## config.mk

```make
export PLATFORM = sky130hd
export DESIGN_NAME = target_hit_detect
export DESIGN_NICKNAME = d
export VERILOG_FILES = /design/src/rtl/game_io_pkg.sv /design/src/rtl/input_debounce.sv /design/src/rtl/target_hit_detect.sv
export SDC_FILE = /design/constraint.sdc
export NUM_CORES = 1
export LEC_CHECK = 0
export ABC_CLOCK_PERIOD_IN_PS = 3110
export BUFFER_PORTS_ARGS = -buffer_cell sky130_fd_sc_hd__buf_2
export CELL_PAD_IN_SITES_DETAIL_PLACEMENT = 0
export CELL_PAD_IN_SITES_GLOBAL_PLACEMENT = 1
export CORE_ASPECT_RATIO = 0.8
export CORE_MARGIN = 2
export CORE_UTILIZATION = 41
export CTS_BUF_LIST = sky130_fd_sc_hd__clkbuf_8
export DETAILED_ROUTE_END_ITERATION = 7
export MAX_ROUTING_LAYER = met4
export PLACE_DENSITY = 0.88
export SKIP_CTS_REPAIR_TIMING = 1
export SLEW_MARGIN = 20
export SYNTH_ARGS = -nofsm -noshare
export SYNTH_HDL_FRONTEND = slang
export SYNTH_HIERARCHICAL = 1
export SYNTH_SLANG_ARGS = --single-unit
```

## constraint.sdc

```tcl
create_clock -name clock -period 3.11 [get_ports clock]
set_clock_uncertainty 0.15 [all_clocks]
set_input_delay 0.4665 -clock clock [delete_from_list [all_inputs] [get_ports clock]]
set_output_delay 0.4665 -clock clock [all_outputs]
set_load 0.02 [all_outputs]
```

## src/rtl/game_io_pkg.sv

```systemverilog
// Shared constants for the game I/O blocks: FSM encoding, debounce default
// and the position of the optional hit-count field.
package game_io_pkg;

   localparam int DEBOUNCE_DEFAULT = 50000;
   localparam int DB_CNT_W         = 20;

   localparam logic [1:0] ST_IDLE  = 2'd0;
   localparam logic [1:0] ST_ARMED = 2'd1;
   localparam logic [1:0] ST_HIT   = 2'd2;

   localparam int HIT_CNT_LSB = 8;
   localparam int HIT_CNT_W   = 8;

endpackage

```

## src/rtl/input_debounce.sv

```systemverilog
// Two-flop synchronizer plus counter debouncer for one asynchronous input;
// emits the stable level and a one-cycle pulse on its rising transitions.
module input_debounce
   import game_io_pkg::*;
#(
   parameter int DEBOUNCE_CYCLES = DEBOUNCE_DEFAULT
) (
   input  logic clock,
   input  logic ctrl_reset_n,
   input  logic raw,
   output logic stable,
   output logic rise
);

   // Toggle on the cycle the count would reach DEBOUNCE_CYCLES, so the
   // stable level moves DEBOUNCE_CYCLES+2 edges after the raw change.
   localparam logic [DB_CNT_W-1:0] LAST = DB_CNT_W'(DEBOUNCE_CYCLES - 1);

   logic                sync1, sync2;
   logic [DB_CNT_W-1:0] cnt;

   always_ff @(posedge clock or negedge ctrl_reset_n) begin
      if (!ctrl_reset_n) begin
         sync1  <= 1'b0;
         sync2  <= 1'b0;
         cnt    <= '0;
         stable <= 1'b0;
         rise   <= 1'b0;
      end else begin
         sync1 <= raw;
         sync2 <= sync1;
         rise  <= 1'b0;
         if (sync2 == stable) begin
            cnt <= '0;
         end else if (cnt == LAST) begin
            cnt    <= '0;
            stable <= ~stable;
            rise   <= ~stable;
         end else begin
            cnt <= cnt + 1'b1;
         end
      end
   end

endmodule

```

## src/rtl/target_hit_detect.sv

```systemverilog
// Button/target-sensor front end with one IDLE/ARMED/HIT machine per target.
// Define TARGET_HIT_COUNT_EN to add a saturating hit count in bits 15:8.
module target_hit_detect
   import game_io_pkg::*;
#(
   parameter int DEBOUNCE_CYCLES = DEBOUNCE_DEFAULT
) (
   input  logic        clock,
   input  logic        ctrl_reset_n,
   input  logic        btn_raw,
   input  logic        t1_sensor_raw,
   input  logic        t2_sensor_raw,
   input  logic [31:0] t1active_read,
   input  logic [31:0] t2active_read,
   output logic [31:0] bp_write,
   output logic [31:0] t1hit_write,
   output logic [31:0] t2hit_write
);

   logic             btn_stable;
   logic             btn_rise_unused;
   logic [1:0]       sensor_raw;
   logic [1:0]       sensor_rise;
   logic [1:0]       sensor_level_unused;
   logic [1:0]       active;
   logic [1:0][31:0] hit_word;

   assign sensor_raw = {t2_sensor_raw, t1_sensor_raw};
   assign active     = {|t2active_read, |t1active_read};

   input_debounce #(.DEBOUNCE_CYCLES(DEBOUNCE_CYCLES)) u_btn_db (
      .clock        (clock),
      .ctrl_reset_n (ctrl_reset_n),
      .raw          (btn_raw),
      .stable       (btn_stable),
      .rise         (btn_rise_unused)
   );

   for (genvar t = 0; t < 2; t++) begin : g_tgt
      logic [1:0] state;

      input_debounce #(.DEBOUNCE_CYCLES(DEBOUNCE_CYCLES)) u_db (
         .clock        (clock),
         .ctrl_reset_n (ctrl_reset_n),
         .raw          (sensor_raw[t]),
         .stable       (sensor_level_unused[t]),
         .rise         (sensor_rise[t])
      );

      // Deactivation is tested before the press so a drop wins a tie.
      always_ff @(posedge clock or negedge ctrl_reset_n) begin
         if (!ctrl_reset_n) begin
            state <= ST_IDLE;
         end else begin
            case (state)
               ST_IDLE:  if (active[t]) state <= ST_ARMED;
               ST_ARMED: if (!active[t])          state <= ST_IDLE;
                         else if (sensor_rise[t]) state <= ST_HIT;
               ST_HIT:   if (!active[t]) state <= ST_IDLE;
               default:  state <= ST_IDLE;
            endcase
         end
      end

`ifdef TARGET_HIT_COUNT_EN
      logic [HIT_CNT_W-1:0] hit_cnt;

      always_ff @(posedge clock or negedge ctrl_reset_n) begin
         if (!ctrl_reset_n) begin
            hit_cnt <= '0;
         end else if (state == ST_ARMED && active[t] && sensor_rise[t] &&
                      hit_cnt != '1) begin
            hit_cnt <= hit_cnt + 1'b1;
         end
      end

      assign hit_word[t] = (32'(hit_cnt) << HIT_CNT_LSB) | 32'(state == ST_HIT);
`else
      assign hit_word[t] = {31'd0, state == ST_HIT};
`endif
   end

   assign bp_write    = {31'd0, btn_stable};
   assign t1hit_write = hit_word[0];
   assign t2hit_write = hit_word[1];

endmodule

```

==> impl_metrics.json, run 1 <==
{
  "status": "finished, final reports clean",
  "grt_setup_unrepaired": "false",
  "number_of_endpoints_failing_setup_at_the_final_stage": 0,
  "start_kind": "flop",
  "tightestPinTransition_ns": 0.961,
  "timing.critical_path.max_delay_family": "compound AO/OA/AOI/OAI gates",
  "synth.yosys.warnings": 6,
  "crit_arrival_ns": 2.22,
  "slowest_cell_on_the_critical_path": "sky130_fd_sc_hd__o31ai_4",
  "post-dp-hpwl_mm": 6.66,
  "clock_latency_at_the_later_pin_of_the_worst_skew_pair_ns": 0.34,
  "drt_pre_antenna_iters": 4,
  "drive_above_1_share_pct": 20.7,
  "cts_max_level": 3,
  "synthesis.instances": 466,
  "antenna_cells_inserted": 0,
  "die_height_um": 98.4,
  "synth.cell_area_um2": 4560,
  "clk_path_buf_depth": 2,
  "antenna_left": 0,
  "die_x_um": 122,
  "routed_wirelength_mm": 8.84,
  "area_used_by_multi_input_combinational_logic_um2": 2270,
  "maxCapViolCount": 0,
  "seqCellArea_um2": 1880,
  "path_cells": "ha_1 -> and3_2 -> nand4_1 -> o31ai_4 -> nor2_1",
  "place.gp.congestion": 0.847,
  "fill_cells": 1065,
  "final_core_utilization_pct": 45.0,
  "number_of_antenna_violations_at_the_first_check_in_global_routing": 0,
  "totalNegativeSetupSlack_ns": 0,
  "placeable_area_um2": 10800,
  "cpPeakStageDelay_ns": 0.70,
  "global_route.overflow_total": 0,
  "global_route_wire_length_before_repair_mm": 14.0,
  "grt_max_degree": 76,
  "worst_ir_drop_vdd_v": 0.000198,
  "endpoint_kind": "flop",
  "clock_sinks": 75,
  "tritoncts.num_buffers": 9,
  "overall_power_consumption_mw": 1.87,
  "starting_utilization_of_the_core_area_pct": 42.1,
  "routed_wl_per_cell_um": 12.8,
  "port-buffer-count": 71,
  "path_max_fanout": 18,
  "final_min_period_over_clock_period_pct": 70.1,
  "timing.fmax_ghz": 0.458,
  "cp_num_buf_inv": 0,
  "min-delay-path-class": "in2reg",
  "criticalPathCategory": "reg2reg",
  "slew_violations": 0,
  "nets": 613,
  "first_global_vias": 2947,
  "timing.final.hold_violations": 0,
  "power.static_leakage_nw": 2.18,
  "layout_min_cycle_time_ns": 2.18,
  "path_clk_slew_ns": 0.08,
  "cts.root.buffer_cell": "sky130_fd_sc_hd__clkbuf_8",
  "std_cell_rows": 34,
  "areaGrowthSynthToFinish_pct": 7.02,
  "pin_count": 165,
  "design.die.area_um2": 12000,
  "syn_avg_cell_area_um2": 9.79,
  "grt_util_all_layers_pct": 14.9,
  "power.density_cell_area_nw_per_um2": 383,
  "drt_iter0_drc": 196,
  "cp_data_required_time_ns": 3.15,
  "cts_tree": "done",
  "viasPerCell": 4.88,
  "route.detailed.drc": 0,
  "via_count": 3359,
  "slew-limit-headroom_pct": 36.0
}
## stage by stage
step           std cells  cell area (µm²)  hold WS [ns]  worst slack [ns]
3_5_place_dp         674             4710         0.186             0.946
3_3_place_gp         674             4710         0.182              1.01
4_1_cts              689             4880        0.0563             0.928
6_report             689             4880        0.0738             0.929
2_1_floorplan        558             4910        0.0209              1.27
5_1_grt              689             4880        0.0488             0.762
## worst paths after layout
kind | start | end | slack (ns) | depth (start not counted)
worst max-delay path | u_btn_db/cnt[0]$_DFF_PN0_ | u_btn_db/cnt[7]$_DFF_PN0_ | 0.93 | 5
worst min-delay path | t1_sensor_raw | g_tgt[0].u_db/sync1$_DFF_PN0_ | 0.07 | 1
worst max register to register | u_btn_db/cnt[0]$_DFF_PN0_ | u_btn_db/cnt[7]$_DFF_PN0_ | 0.93 | 5
worst min register to register | u_btn_db/sync1$_DFF_PN0_ | u_btn_db/sync2$_DFF_PN0_ | 0.19 | 0
max in group asynchronous | ctrl_reset_n | g_tgt[1].u_db/cnt[0]$_DFF_PN0_ | 1.99 | 2
min in group asynchronous | ctrl_reset_n | g_tgt[0].state[1]$_DFFE_PN0P_ | 0.21 | 2
## registers in the layout, indices dropped and copies added, names as in the netlist
| signal | count |
|---|---|
| u_btn_db/sync1 | 1 |
| g_tgt.u_db/stable | 2 |
| g_tgt.u_db/cnt | 40 |
| g_tgt.u_db/rise | 2 |
| g_tgt.u_db/sync1 | 2 |
| u_btn_db/cnt | 20 |
| u_btn_db/stable | 1 |
| g_tgt.state | 4 |
| u_btn_db/sync2 | 1 |
| g_tgt.u_db/sync2 | 2 |
## routing by layer
layer  routed length, µm  GRT usage, %  vias up
li1                    -             -     1626
met1                4050          20.4     1604
met2                4050          22.0      123
met3                 671          3.86        6
met4                  63          3.89        0
met5                   0             -        -
## cells in the final DEF, fill, tap and decap left out, types with 10 or more instances in the layout
cell	instances
sky130_fd_sc_hd__buf_2	71
sky130_fd_sc_hd__conb_1	93
sky130_fd_sc_hd__nor4_1	31
sky130_fd_sc_hd__nand4_1	18
sky130_fd_sc_hd__dfrtp_1	75
sky130_fd_sc_hd__and3_1	12
sky130_fd_sc_hd__xnor2_1	21
sky130_fd_sc_hd__a21oi_1	15
sky130_fd_sc_hd__xor2_1	18
sky130_fd_sc_hd__nand2_1	23
sky130_fd_sc_hd__clkbuf_8	10
sky130_fd_sc_hd__nor2_1	44
sky130_fd_sc_hd__o21ai_0	15
## cell type report
type / instances / area share [%]
Clock buffer: 10 / 2.82
Clock inverter: 5 / 0.769
Inverter: 6 / 0.461
Multi-Input combinational cell: 377 / 46.4
Sequential cell: 75 / 38.4
Tap cell: 144 / 3.69
Timing Repair Buffer: 72 / 7.43
## report_power, final
group          switching, mW  internal (mW)
logic                  0.157         0.0458
clock network          0.356          0.309
registers             0.0151          0.988
total                  0.528           1.34
Note: power is estimated with default switching activity, not from simulation.
==> inputs of run 2 (changes only) <==
ABC_CLOCK_PERIOD_IN_PS = 2200   (was 3110)
CORE_UTILIZATION = 38   (was 41)
PLACE_DENSITY = 0.83   (was 0.88)
clock period = 2.2 ns   (was 3.11 ns; I/O delays follow)
==> impl_metrics.json, run 2 (same netlist as run 1, synthesis figures left out) <==
{
  "status": "finished, final reports clean",
  "cp_num_buf_inv": 0,
  "timing.critical_path.max_delay_family": "simple AND/OR/NAND/NOR gates",
  "grt_max_degree": 32,
  "grt_setup_unrepaired": "false",
  "clk_path_buf_depth": 2,
  "areaGrowthSynthToFinish_pct": 9.90,
  "path_max_fanout": 6,
  "tightestPinTransition_ns": 0.520,
  "worst_ir_drop_vdd_v": 0.000389,
  "number_of_endpoints_failing_setup_at_the_final_stage": 0,
  "first_global_vias": 3123,
  "crit_arrival_ns": 2.10,
  "layout_min_cycle_time_ns": 1.96,
  "design.die.area_um2": 12900,
  "via_count": 3431,
  "tritoncts.num_buffers": 9,
  "min-delay-path-class": "reg2reg",
  "std_cell_rows": 35,
  "slew-limit-headroom_pct": 65.4,
  "r2r_setup_slack_ns": 0.24,
  "r2r-start": "g_tgt[1].u_db/cnt[5]$_DFF_PN0_",
  "registers.top_by_ff_count": "g_tgt.u_db/cnt",
  "global_route_wire_length_before_repair_mm": 14.6,
  "grt_util_all_layers_pct": 14.6,
  "die_height_um": 102,
  "reg.largest.list": "g_tgt.u_db/cnt (40), u_btn_db/cnt (20), g_tgt.state (4)",
  "power.static_leakage_nw": 2.26,
  "place.gp.congestion": 0.956,
  "number_of_antenna_violations_at_the_first_check_in_global_routing": 0,
  "cts_tree": "done",
  "crit_start": "g_tgt[1].u_db/cnt[5]$_DFF_PN0_",
  "drive_above_1_share_pct": 21.5,
  "placeable_area_um2": 11600,
  "nets": 626,
  "cp_data_required_time_ns": 2.34,
  "post-dp-hpwl_mm": 6.82,
  "routed_wirelength_mm": 9.03,
  "clock_sinks": 75,
  "timing.final.hold_violations": 0,
  "port-buffer-count": 71,
  "criticalPathCategory": "reg2reg",
  "routed_wl_per_cell_um": 12.8,
  "final_min_period_over_clock_period_pct": 89.2,
  "power.density_cell_area_nw_per_um2": 546,
  "route.detailed.drc": 0,
  "number_of_standard_cells_in_the_final_layout_excluding_fillers": 705,
  "drt_iter0_drc": 222,
  "start_kind": "flop",
  "antenna_cells_inserted": 0,
  "cts.root.buffer_cell": "sky130_fd_sc_hd__clkbuf_8",
  "totalNegativeSetupSlack_ns": 0,
  "largest_register_ffs": 40,
  "layout_commonest_cell": "sky130_fd_sc_hd__conb_1",
  "pin_count": 165,
  "timing.fmax_ghz": 0.510,
  "endpoint_kind": "flop",
  "clock_latency_at_the_later_pin_of_the_worst_skew_pair_ns": 0.36,
  "antenna_left": 0,
  "maxCapViolCount": 0,
  "fill_cells": 1143,
  "slew_violations": 0,
  "cts_max_level": 3,
  "global_route.overflow_total": 0,
  "drt_pre_antenna_iters": 4,
  "die_x_um": 127,
  "path_cells": "nand3_2 -> or4_4 -> or3_1 -> a21oi_1",
  "viasPerCell": 4.87,
  "placed_instances": 687,
  "path_clk_slew_ns": 0.08,
  "cpPeakStageDelay_ns": 0.58,
  "min_from": "g_tgt[1].u_db/sync1$_DFF_PN0_",
  "commonest_cells_after_routing_fill_and_taps_aside": "sky130_fd_sc_hd__conb_1 (93), sky130_fd_sc_hd__dfrtp_1 (75), sky130_fd_sc_hd__buf_2 (71)",
  "starting_utilization_of_the_core_area_pct": 39.3,
  "slowest_cell_on_the_critical_path": "sky130_fd_sc_hd__or4_4"
}
==> run 2: cell count changes in the layout (fill, tap and decap cells not counted) <==
cell / change
sky130_fd_sc_hd__clkinv_2: +1
sky130_fd_sc_hd__buf_12: +1
sky130_fd_sc_hd__inv_6: -1
sky130_fd_sc_hd__clkinvlp_4: -2
sky130_fd_sc_hd__buf_4: +8
sky130_fd_sc_hd__bufinv_16: +1
sky130_fd_sc_hd__dlygate4sd3_1: +4
sky130_fd_sc_hd__clkinv_4: -1
sky130_fd_sc_hd__inv_1: +1
==> run 2: final cells by class <==
class | count | area, µm² | area share, %
Clock buffer | 10 | 138 | 2.74
Clock inverter | 4 | 43.8 | 0.873
Inverter | 6 | 22.5 | 0.449
Multi-Input combinational cell | 377 | 2270 | 45.2
Sequential cell | 75 | 1880 | 37.4
Tap cell | 148 | 185 | 3.69
Timing Repair Buffer | 85 | 483 | 9.63
==> run 2: through the flow <==
step                      worst slack, ns  area (µm²)  total power, mW  util, %  hold slack, ns
after floorplan                     0.361        4910             1.75        -          -0.116
after global placement              0.265        4790             1.74     41.3           0.190
after detailed placement            0.234        4790             1.74     41.3           0.189
after CTS                           0.234        4970             2.78     42.9          -0.204
after global routing                0.108        5010             2.88     43.2           0.218
final                               0.238        5010             2.74     43.2           0.205
==> run 2: final timing paths <==
check,cells after the start,to
worst max-delay path,4,g_tgt[1].u_db/cnt[19]$_DFF_PN0_
worst min-delay path,0,g_tgt[1].u_db/sync2$_DFF_PN0_
worst max register to register,4,g_tgt[1].u_db/cnt[19]$_DFF_PN0_
worst min register to register,0,g_tgt[1].u_db/sync2$_DFF_PN0_
max in group asynchronous,3,g_tgt[1].u_db/cnt[6]$_DFF_PN0_
min in group asynchronous,2,u_btn_db/cnt[9]$_DFF_PN0_
==> run 2: layer usage <==
layer  vias up  share of wire (%)  global-route usage [%]
met5         -                  0                       -
met2       139                 46                    22.3
met3        15                7.0                    4.45
li1       1649                  -                       -
met4         0                1.4                    5.33
met1      1628                 46                    18.5
==> run 2: worst reg2reg max path, delay by kind of cell (launching register included) <==
family | cells | cell delay, ns
AO/OA/AOI/OAI | 1 | 0.14
flip-flops | 1 | 0.48
AND/OR/NAND/NOR | 3 | 1.13
==> run 2: power by group <==
group / switching [mW] / internal, mW
registers: 0.0223 / 1.40
clock network: 0.482 / 0.534
logic: 0.224 / 0.0786
